[src/rtl/timing_generator.sv]
// timing_generator: M6502 T-state sequencer and instruction register.
// Walks a one-hot T-state vector, fetches the next opcode whenever decode
// flags the current cycle as the instruction's last, stalls on rdy = 0,
// and traps into a sticky jam state if the sequence runs past T7.
module timing_generator #(
  parameter logic [7:0] RESET_OPCODE = 8'hea,
  parameter int         COUNT_WIDTH  = 16
) (
  input  logic                   clock,
  input  logic                   reset,
  input  logic                   rdy,
  input  logic [7:0]             data_in,
  input  logic                   timing_reset,
  output logic [7:0]             timing,
  output logic [7:0]             opcode,
  output logic                   sync,
  output logic                   jam,
  output logic [COUNT_WIDTH-1:0] instr_count
);

  // Reset parks the sequencer in T0 with a NOP in the IR so that decode
  // requests the first real fetch on the cycle after release.
  localparam logic [7:0] T0_STATE = 8'b0000_0001;
  localparam logic [7:0] T1_STATE = 8'b0000_0010;

  logic [7:0]             timing_q, timing_d;
  logic [7:0]             opcode_q, opcode_d;
  logic                   sync_q, sync_d;
  logic                   jam_q, jam_d;
  logic [COUNT_WIDTH-1:0] count_q, count_d;

  // Next-state: jam freezes everything, rdy = 0 stalls, a fetch restarts at
  // T1, running off the end of T7 jams, otherwise step to the next T-state.
  always_comb begin
    timing_d = timing_q;
    opcode_d = opcode_q;
    sync_d   = sync_q;
    jam_d    = jam_q;
    count_d  = count_q;
    if (!jam_q && rdy) begin
      if (timing_reset) begin
        // timing_reset wins over the shift in every T-state, T7 included.
        opcode_d = data_in;
        timing_d = T1_STATE;
        sync_d   = 1'b1;
        count_d  = count_q + COUNT_WIDTH'(1);
      end else if (timing_q[7]) begin
        // No way forward from T7: all-zero timing marks the trap.
        timing_d = '0;
        jam_d    = 1'b1;
        sync_d   = 1'b0;
      end else begin
        timing_d = {timing_q[6:0], 1'b0};
        sync_d   = 1'b0;
      end
    end
  end

  // State register with asynchronous, active-high reset.
  always_ff @(posedge clock or posedge reset) begin
    if (reset) begin
      timing_q <= T0_STATE;
      opcode_q <= RESET_OPCODE;
      sync_q   <= 1'b0;
      jam_q    <= 1'b0;
      count_q  <= '0;
    end else begin
      timing_q <= timing_d;
      opcode_q <= opcode_d;
      sync_q   <= sync_d;
      jam_q    <= jam_d;
      count_q  <= count_d;
    end
  end

  // Every output comes straight from a register; no input-to-output paths.
  assign timing      = timing_q;
  assign opcode      = opcode_q;
  assign sync        = sync_q;
  assign jam         = jam_q;
  assign instr_count = count_q;

endmodule

[config.mk]
export PLATFORM = sky130hd
export DESIGN_NAME = timing_generator
export DESIGN_NICKNAME = d
export VERILOG_FILES = /design/src/rtl/timing_generator.sv
export SDC_FILE = /design/constraint.sdc
export NUM_CORES = 1
export LEC_CHECK = 0
export CAP_MARGIN = 10
export CELL_PAD_IN_SITES_DETAIL_PLACEMENT = 0
export CELL_PAD_IN_SITES_GLOBAL_PLACEMENT = 1
export CORE_MARGIN = 2
export CORE_UTILIZATION = 34
export DETAILED_ROUTE_END_ITERATION = 8
export MAX_ROUTING_LAYER = met4
export PLACE_DENSITY = 0.86
export SLEW_MARGIN = 20
export SYNTH_ARGS = -nofsm -noshare
export SYNTH_HDL_FRONTEND = slang
export SYNTH_SLANG_ARGS = --single-unit
[constraint.sdc]
create_clock -name clock -period 1.8 [get_ports clock]
set_input_delay 0.36 -clock clock [delete_from_list [all_inputs] [get_ports clock]]
set_output_delay 0.36 -clock clock [all_outputs]
set_load 0.02 [all_outputs]
==> results of run 1 <==
sequential cells by signal, indices dropped and copies added, names as in the netlist:
register and flops:
sync 1, jam 1, timing 8, instr_count 16, opcode 8
worst register-to-register path, cell delays in order (launching register included):
cell and delay (ps):
sky130_fd_sc_hd__dfrtp_1 440, sky130_fd_sc_hd__nand4_1 200, sky130_fd_sc_hd__nor3_1 430, sky130_fd_sc_hd__nand4_1 170, sky130_fd_sc_hd__xnor2_1 150
layout make-up:
cell class              instances  area share
well taps                      50      0.0305
flip-flops and latches         34       0.418
clock buffers                   8      0.0536
inverters                       3     0.00548
multi-input cells              84       0.236
repair buffers                 53       0.256
path summary, 6_finish.rpt:
kind,start,end,slack (ps),cells past startpoint
setup reg to reg,instr_count[4],instr_count[15],310,4
setup / recovery,instr_count[2],instr_count[2],60,1
max in group asynchronous,reset,opcode[3],1000,3
hold / removal,reset,instr_count[15],460,3
min in group clock,opcode[7],opcode[7],460,2
hold reg to reg,opcode[7],opcode[7],460,2
report_power, final:
group          internal (W)  leakage (nW)  switching, W  total, W
Sequential         0.000865         0.436      0.000101  0.000966
Clock              0.000386        0.0575      0.000269  0.000655
Combinational      0.000249         0.508      0.000242  0.000492
Total               0.00150          1.00      0.000613   0.00211
metal layers:
metal / vias to the layer above / share of wire / track usage
met2: 35 / 0.49 / 0.235
met4: 0 / 0.021 / 0.0689
li1: 525 / - / -
met1: 518 / 0.43 / 0.161
met5: - / 0 / -
met3: 6 / 0.065 / 0.0450
Yosys cell counts:
library cell	instances	area [um^2]
sky130_fd_sc_hd__nand2_1	37	139
sky130_fd_sc_hd__dfrtp_1	28	701
sky130_fd_sc_hd__xnor2_1	13	114
sky130_fd_sc_hd__a22o_1	6	52.6
sky130_fd_sc_hd__dfstp_2	6	158
sky130_fd_sc_hd__nand3_1	5	25.0
sky130_fd_sc_hd__nand4_1	4	25.0
sky130_fd_sc_hd__inv_1	3	11.3
sky130_fd_sc_hd__and2_1	2	12.5
sky130_fd_sc_hd__and3_1	2	12.5
sky130_fd_sc_hd__and4_1	2	17.5
sky130_fd_sc_hd__buf_2	2	10.0
sky130_fd_sc_hd__clkbuf_1	2	7.51
sky130_fd_sc_hd__nor2_1	2	7.51
sky130_fd_sc_hd__nor3_1	2	10.0
sky130_fd_sc_hd__xor2_1	2	17.5
sky130_fd_sc_hd__a21oi_1	1	5.00
sky130_fd_sc_hd__and3b_1	1	8.76
sky130_fd_sc_hd__ha_1	1	12.5
sky130_fd_sc_hd__nand2b_1	1	6.26
sky130_fd_sc_hd__nand3b_1	1	7.51
sky130_fd_sc_hd__o21ai_0	1	5.00
sky130_fd_sc_hd__o21bai_1	1	7.51
metrics by stage:
stage	TNS, ps	utilization	setup WS, ps
6_report	0	0.521	62.6
5_1_grt	0	0.521	17.6
4_1_cts	0	0.517	3.73
3_5_place_dp	-11.2	0.489	-11.2
3_3_place_gp	0	0.489	26.8
2_1_floorplan	0	-	340
kinds of logic after synthesis:
group                      Yosys count
and+or+nand+nor                     59
adders and majority gates            1
DFF                                 34
xor gates and xnor gates            15
buffers and inverters                7
AOI/OAI and AO/OA                    9
what timing repair did:
| action | in CTS | in global routing |
|---|---|---|
| setup endpoints to repair | 0 | 6 |
| gates resized for setup | 0 | 6 |
| buffers inserted | 0 | 0 |
| hold buffers | 0 | 0 |
cells in the final DEF, fill, tap and decap left out:
cell                              count
sky130_fd_sc_hd__nor3_1               2
sky130_fd_sc_hd__nand3_1              5
sky130_fd_sc_hd__and3b_1              1
sky130_fd_sc_hd__o21bai_1             1
sky130_fd_sc_hd__clkbuf_8             8
sky130_fd_sc_hd__and4_1               2
sky130_fd_sc_hd__and2_1               2
sky130_fd_sc_hd__o21ai_0              1
sky130_fd_sc_hd__dfstp_2              6
sky130_fd_sc_hd__nor2_1               2
sky130_fd_sc_hd__xor2_1               2
sky130_fd_sc_hd__nand3b_1             1
sky130_fd_sc_hd__clkdlybuf4s50_1     39
sky130_fd_sc_hd__buf_4                8
sky130_fd_sc_hd__inv_1                3
sky130_fd_sc_hd__nand4_1              4
sky130_fd_sc_hd__a22o_1               6
sky130_fd_sc_hd__nand2_1             37
sky130_fd_sc_hd__nand2b_1             1
sky130_fd_sc_hd__a21oi_1              1
sky130_fd_sc_hd__dlymetal6s2s_1       6
sky130_fd_sc_hd__and3_1               2
sky130_fd_sc_hd__dfrtp_1             28
sky130_fd_sc_hd__xnor2_1             13
sky130_fd_sc_hd__ha_1                 1
==> results_dict.tcl, run 1 <==
set metrics [dict create \
    run_status "finished clean" \
    max-slew-margin-rel 0.696 \
    dr_total_vias 1084 \
    syn-instance-count 125 \
    ys_types 23 \
    power_per_cell_area_nw_per_um2 1030 \
    post-layout-total-power_w 0.00211 \
    worst_skew_pair.late_latency_ps 290 \
    avgViaCountPerCell 4.67 \
    cts.sink_count 34 \
    timing.fmax_mhz 576 \
    startpoint_type "flip-flop" \
    grt_antenna_before_repair 0 \
    global_route_wire_length_before_repair_mm 4.75 \
    fill_cells 324 \
    syn-cell-area_um2 1370 \
    post_synthesis_share_of_cell_area_spent_on_xor_and_xnor_gates 0.0957 \
    detail_route.iter0.violations 38 \
    finalWirelength_mm 2.85 \
    io_buffer_count 45 \
    crit_slowest_cell "sky130_fd_sc_hd__clkdlybuf4s50_1" \
    area_of_combinational_cells_with_multiple_inputs_um2 485 \
    cts_inserted_buffers 5 \
    area.sequential_um2 858 \
    synth.avg_cell_area_um2 11.0 \
    drt_pass1_iterations 4 \
    max_cap_viol_count 0 \
    grt_setup_unrepaired "false" \
    crit_buf_inv 1 \
    clockRootBuffer "sky130_fd_sc_hd__clkbuf_8" \
    period_share 0.965 \
    pin_count 46 \
    max_slew.worst_pin.slew_ps 454 \
    proportion_of_layout_cells_with_a_drive_suffix_above_1 0.121 \
    grt_overflow_total 0 \
    fp-row-count 23 \
    synth_compound_gate_area_share 0.0510 \
    path_delay_family "buffers and inverters" \
    final_instance_area_um2 2050 \
    routabilityCongestion 0.760 \
    synthSimpleGateAreaFrac 0.198 \
    antenna_cells_inserted 0 \
    wire_per_inst_um 12.3 \
    drt.antenna.violating_nets 0 \
    synth-warning-count 0 \
    hp-class "in2async" \
    post-route-drc-count 0 \
    die_w_um 67.5 \
    synth-seq-cells 34 \
    leakage_nw 1.00 \
    largest_stage_delay_on_the_critical_path_ps 640 \
    dominant_combinational_cell_family_by_area_after_synthesis "simple AND/OR/NAND/NOR gates" \
    timing.final.hold_violations 0 \
    critPathRequiredTime_ps 1440 \
    synth_sequential_area_ratio 0.625 \
    dp_hpwl_mm 2.00 \
    vias_in_the_first_global_route 1107 \
    criticalPathCategory "reg2out" \
    initial_util 0.348 \
    fin_skew_ps 7.63 \
    finalSetupViolations 0 \
    area_delta_synth_final_pct 49.6 \
    synth_fp_nets 138 \
    multiplexer_area_fraction_after_synthesis 0 \
    fin_nets 194 \
    core_area_um2 3940 \
    grt_max_degree 35 \
    crit_path_max_fo 6 \
    max-vdd-ir-drop_mv 0.393 \
    placed_cells_incl_taps 224 \
    die-height_um 67.5 \
    final-instance-count-excl-fill 232 \
    synth_fa_ha_area_frac 0.00912 \
    fp.dieArea_um2 4560 \
    drv_slew 0 \
    post_dp_cell_area_um2 1930 \
    timing.critical_path.cells "clkdlybuf4s50_1" \
    cts_buffer_depth 2 \
    end_kind "primary output" \
    fin_worst_hold_slack_ps 457 \
    cts.htree.levels 2 \
    period_needed_ps 1740 \
    cp_data_arrival_time_ps 1380 \
    worst_setup_hold_path_clk_slew_ps 70 \
    cts_tree "yes" \
    groute.usage.overall 0.145 \
]
Note: power is estimated with default switching activity, not from simulation.
==> inputs of run 2 (changes only) <==
CORE_MARGIN = unset   (was 2)
==> results_dict.tcl, run 2 (synthesized netlist as in run 1, its figures left out) <==
set metrics [dict create \
    end_kind "primary output" \
    clockRootBuffer "sky130_fd_sc_hd__clkbuf_8" \
    fin_nets 193 \
    worst_setup_hold_path_clk_slew_ps 60 \
    met1_capacity_usage_during_global_routing 0.178 \
    grt_antenna_before_repair 0 \
    dp_hpwl_mm 2.09 \
    cts_buffer_depth 2 \
    initial_util 0.364 \
    crit_path_max_fo 2 \
    power_per_cell_area_nw_per_um2 1070 \
    period_needed_ps 1770 \
    io_buffer_count 45 \
    detail_route.iter0.violations 33 \
    finalWirelength_mm 2.84 \
    fp.dieArea_um2 4290 \
    most_common_library_cell_in_the_layout_ignoring_fill_and_taps "sky130_fd_sc_hd__clkdlybuf4s50_1" \
    hold-path-cell-count 2 \
    post-layout-total-power_w 0.00218 \
    max_slew.worst_pin.slew_ps 598 \
    leakage_nw 0.954 \
    fin_skew_ps 4.18 \
    final-instance-count-excl-fill 229 \
    timing.final.hold_violations 0 \
    die_w_um 65.5 \
    post_dp_cell_area_um2 1920 \
    timing.critical_path.cells "clkdlybuf4s50_1" \
    grt.met2_usage 0.256 \
    post_cts.resized_instances 0 \
    postCtsHoldBufs 0 \
    global_route_wire_length_before_repair_mm 4.88 \
    fp-row-count 22 \
    cts.repair_timing.setup_buffer_count 0 \
    max-slew-margin-rel 0.598 \
    crit_slowest_cell "sky130_fd_sc_hd__clkdlybuf4s50_1" \
    grt_setup_unrepaired "false" \
    dr_total_vias 1112 \
    proportion_of_layout_cells_with_a_drive_suffix_above_1 0.110 \
    cts.htree.levels 2 \
    final_instance_area_um2 2040 \
    criticalPathCategory "reg2out" \
    utilization 0.541 \
    totalNegativeSetupSlack_ps 0 \
    path_delay_family "buffers and inverters" \
    drt_pass1_iterations 4 \
    grt_max_degree 35 \
    pin_count 46 \
    worst_skew_pair.late_latency_ps 280 \
    die-height_um 65.5 \
    post-route-drc-count 0 \
    largest_register_ffs 16 \
    placed_cells_incl_taps 221 \
    grt_overflow_total 0 \
    finalSetupViolations 0 \
    busiest_layer "met2" \
    startpoint_type "flip-flop" \
    cts_inserted_buffers 5 \
    drt.antenna.violating_nets 0 \
    area_delta_synth_final_pct 48.6 \
    wire_per_inst_um 12.4 \
    cts.sink_count 34 \
    vias_in_the_first_global_route 1115 \
    cts_tree "yes" \
    antenna_cells_inserted 0 \
    core_area_um2 3770 \
    avgViaCountPerCell 4.86 \
    run_status "finished clean" \
    drv_slew 0 \
    period_share 0.986 \
    mostFrequentLayoutCells "43 x sky130_fd_sc_hd__clkdlybuf4s50_1, 37 x sky130_fd_sc_hd__nand2_1, 28 x sky130_fd_sc_hd__dfrtp_1" \
    reg2regPathDepth 4 \
    max_cap_viol_count 0 \
    timing.fmax_mhz 564 \
    crit_buf_inv 1 \
    timing.critical_path.depth 1 \
    groute.usage.overall 0.156 \
    max-vdd-ir-drop_mv 0.438 \
    largest_stage_delay_on_the_critical_path_ps 600 \
    routabilityCongestion 0.807 \
    critPathRequiredTime_ps 1440 \
    hp-class "reg2reg" \
    met3_usage 0.0469 \
    cp_data_arrival_time_ps 1410 \
]
-- run 2: routing by layer --
layer	routed length [um]	vias to the layer above
met5	0	-
met4	37	0
met3	168	6
met2	1450	40
met1	1190	548
li1	-	518
-- run 2: area by class of cell --
cell class / count / area [um^2]
fillers: 312 / 1730
flip-flops and latches: 34 / 858
repair buffers: 52 / 508
multi-input cells: 84 / 485
clock buffers: 7 / 86.3
well taps: 48 / 60.1
clock inverters: 1 / 30.0
inverters: 3 / 11.3
-- run 2: worst paths after layout --
check	start	slack, ps	endpoint
worst min-delay path	opcode[7]	460	opcode[7]
min in group asynchronous	reset	470	instr_count[10]
worst max-delay path	opcode[1]	30	opcode[1]
max in group asynchronous	reset	990	opcode[3]
worst max register to register	instr_count[4]	310	instr_count[15]
worst min register to register	opcode[7]	460	opcode[7]
-- run 2: where the power goes --
group          total [W]  internal, W  leakage, nW  switching [W]
clock network   0.000710     0.000451       0.0585       0.000259
logic           0.000496     0.000251        0.460       0.000245
registers       0.000975     0.000865        0.436       0.000110
-- run 2: metrics by stage --
| stage | hold slack (ps) | setup WS (ps) |
|---|---|---|
| detailed placement | 453 | -2.31 |
| CTS | 464 | 11.2 |
| global placement | 447 | 51.0 |
| floorplan | 443 | 340 |
| global route | 481 | 0.225 |
| finish | 460 | 25.8 |
==> inputs of run 3 (changes only) <==
clock period = 1.98 ns   (was 1.8 ns; I/O delays follow)
==> results_dict.tcl, run 3 (synthesized netlist as in run 1, its figures left out) <==
set metrics [dict create \
    run_status "finished clean" \
    worst_setup_hold_path_clk_slew_ps 60 \
    path_delay_family "buffers and inverters" \
    pin_count 46 \
    end_kind "primary output" \
    cts_tree "yes" \
    cts_buffer_depth 2 \
    vias_in_the_first_global_route 1069 \
    crit_slowest_cell "sky130_fd_sc_hd__clkdlybuf4s50_1" \
    setup_slack_ps 164 \
    fp-row-count 22 \
    most_common_library_cell_in_the_layout_ignoring_fill_and_taps "sky130_fd_sc_hd__clkdlybuf4s50_1" \
    placed_cells_incl_taps 219 \
    fin_skew_ps 5.85 \
    crit_path_max_fo 3 \
    finalWirelength_mm 2.77 \
    post_cts.resized_instances 0 \
    cts_inserted_buffers 5 \
    initial_util 0.364 \
    avgViaCountPerCell 4.74 \
    finalSetupViolations 0 \
    timing.final.hold_violations 0 \
    detailroute.wirelength.met3_um 164 \
    startpoint_type "flip-flop" \
    final-instance-count-excl-fill 227 \
    grt_max_degree 35 \
    routabilityCongestion 0.830 \
    clockRootBuffer "sky130_fd_sc_hd__clkbuf_8" \
    groute.usage.overall 0.151 \
    period_share 0.917 \
    max_cap_viol_count 0 \
    post_dp_cell_area_um2 1920 \
    crit-reg2reg-launch "instr_count[4]" \
    crit_start "timing[0]" \
    cts.sink_count 34 \
    timing.fmax_mhz 551 \
    wire_per_inst_um 12.2 \
    leakage_nw 0.894 \
    antenna_cells_inserted 0 \
    drt_pass1_iterations 4 \
    die-height_um 65.5 \
    drt.antenna.violating_nets 0 \
    core_area_um2 3770 \
    final_instance_area_um2 2000 \
    fp.dieArea_um2 4290 \
    uppermost_layer_routed "met4" \
    io_buffer_count 45 \
    worst_skew_pair.late_latency_ps 280 \
    max-slew-margin-rel 0.573 \
    area_delta_synth_final_pct 45.4 \
    global_route_wire_length_before_repair_mm 4.68 \
    cts.htree.levels 2 \
    grt_antenna_before_repair 0 \
    cts.repair_timing.setup_buffer_count 0 \
    power_per_cell_area_nw_per_um2 904 \
    critPathRequiredTime_ps 1580 \
    dr_total_vias 1076 \
    fin_nets 191 \
    dp_worst_setup_slack_ps 76.6 \
    detail_route.iter0.violations 41 \
    largest_stage_delay_on_the_critical_path_ps 600 \
    grt_setup_unrepaired "false" \
    dp_hpwl_mm 2.00 \
    fill_cells 321 \
    max_slew.worst_pin.slew_ps 636 \
    max-vdd-ir-drop_mv 0.459 \
    hp-class "reg2reg" \
    fin_worst_hold_slack_ps 460 \
    r2r_slack_ps 520 \
    criticalPathCategory "reg2out" \
    postCtsHoldBufs 0 \
    die_w_um 65.5 \
    routedLengthMet1_mm 1.30 \
    timing.critical_path.cells "clkdlybuf4s50_1" \
    mostFrequentLayoutCells "45 x sky130_fd_sc_hd__clkdlybuf4s50_1, 37 x sky130_fd_sc_hd__nand2_1, 28 x sky130_fd_sc_hd__dfrtp_1" \
    post-route-drc-count 0 \
    proportion_of_layout_cells_with_a_drive_suffix_above_1 0.0894 \
    cp_data_arrival_time_ps 1420 \
    crit_buf_inv 1 \
    grt_overflow_total 0 \
    hold_path_startpoint "opcode[6]" \
    period_needed_ps 1820 \
    largest_register_ffs 16 \
    met2WireLength_mm 1.25 \
    drv_slew 0 \
    totalNegativeSetupSlack_ps 0 \
]
[run 3: final cells by class]
cell class | instances | area [um^2] | share of cell area
Inverter | 3 | 11.3 | 0.00564
Timing Repair Buffer | 50 | 500 | 0.251
Tap cell | 48 | 60.1 | 0.0301
Multi-Input combinational cell | 84 | 485 | 0.243
Sequential cell | 34 | 858 | 0.430
Clock buffer | 8 | 80.1 | 0.0401
[run 3: where the power goes]
part	switching, W	total, W	internal, W
combinational	0.000218	0.000447	0.000229
clock	0.000223	0.000472	0.000249
sequential	0.0000977	0.000885	0.000787
total	0.000539	0.00180	0.00127
[run 3: metal layers]
layer	up-vias	global-route usage
met5	-	-
met4	0	0.0679
met3	5	0.0503
met2	37	0.224
met1	518	0.186
li1	516	-
[run 3: path summary, 6_finish.rpt]
kind	endpoint	cells past startpoint
worst min-delay path	opcode[6]	2
worst max-delay path	timing[0]	1
max in group asynchronous	opcode[5]	3
min in group asynchronous	instr_count[10]	3
worst min register to register	opcode[6]	2
worst max register to register	instr_count[15]	4
[run 3: metrics by stage]
step            util  total power (W)
6_report       0.529          0.00180
4_1_cts        0.529          0.00183
3_3_place_gp   0.508          0.00133
5_1_grt        0.529          0.00191
3_5_place_dp   0.508          0.00135
2_1_floorplan      -          0.00110
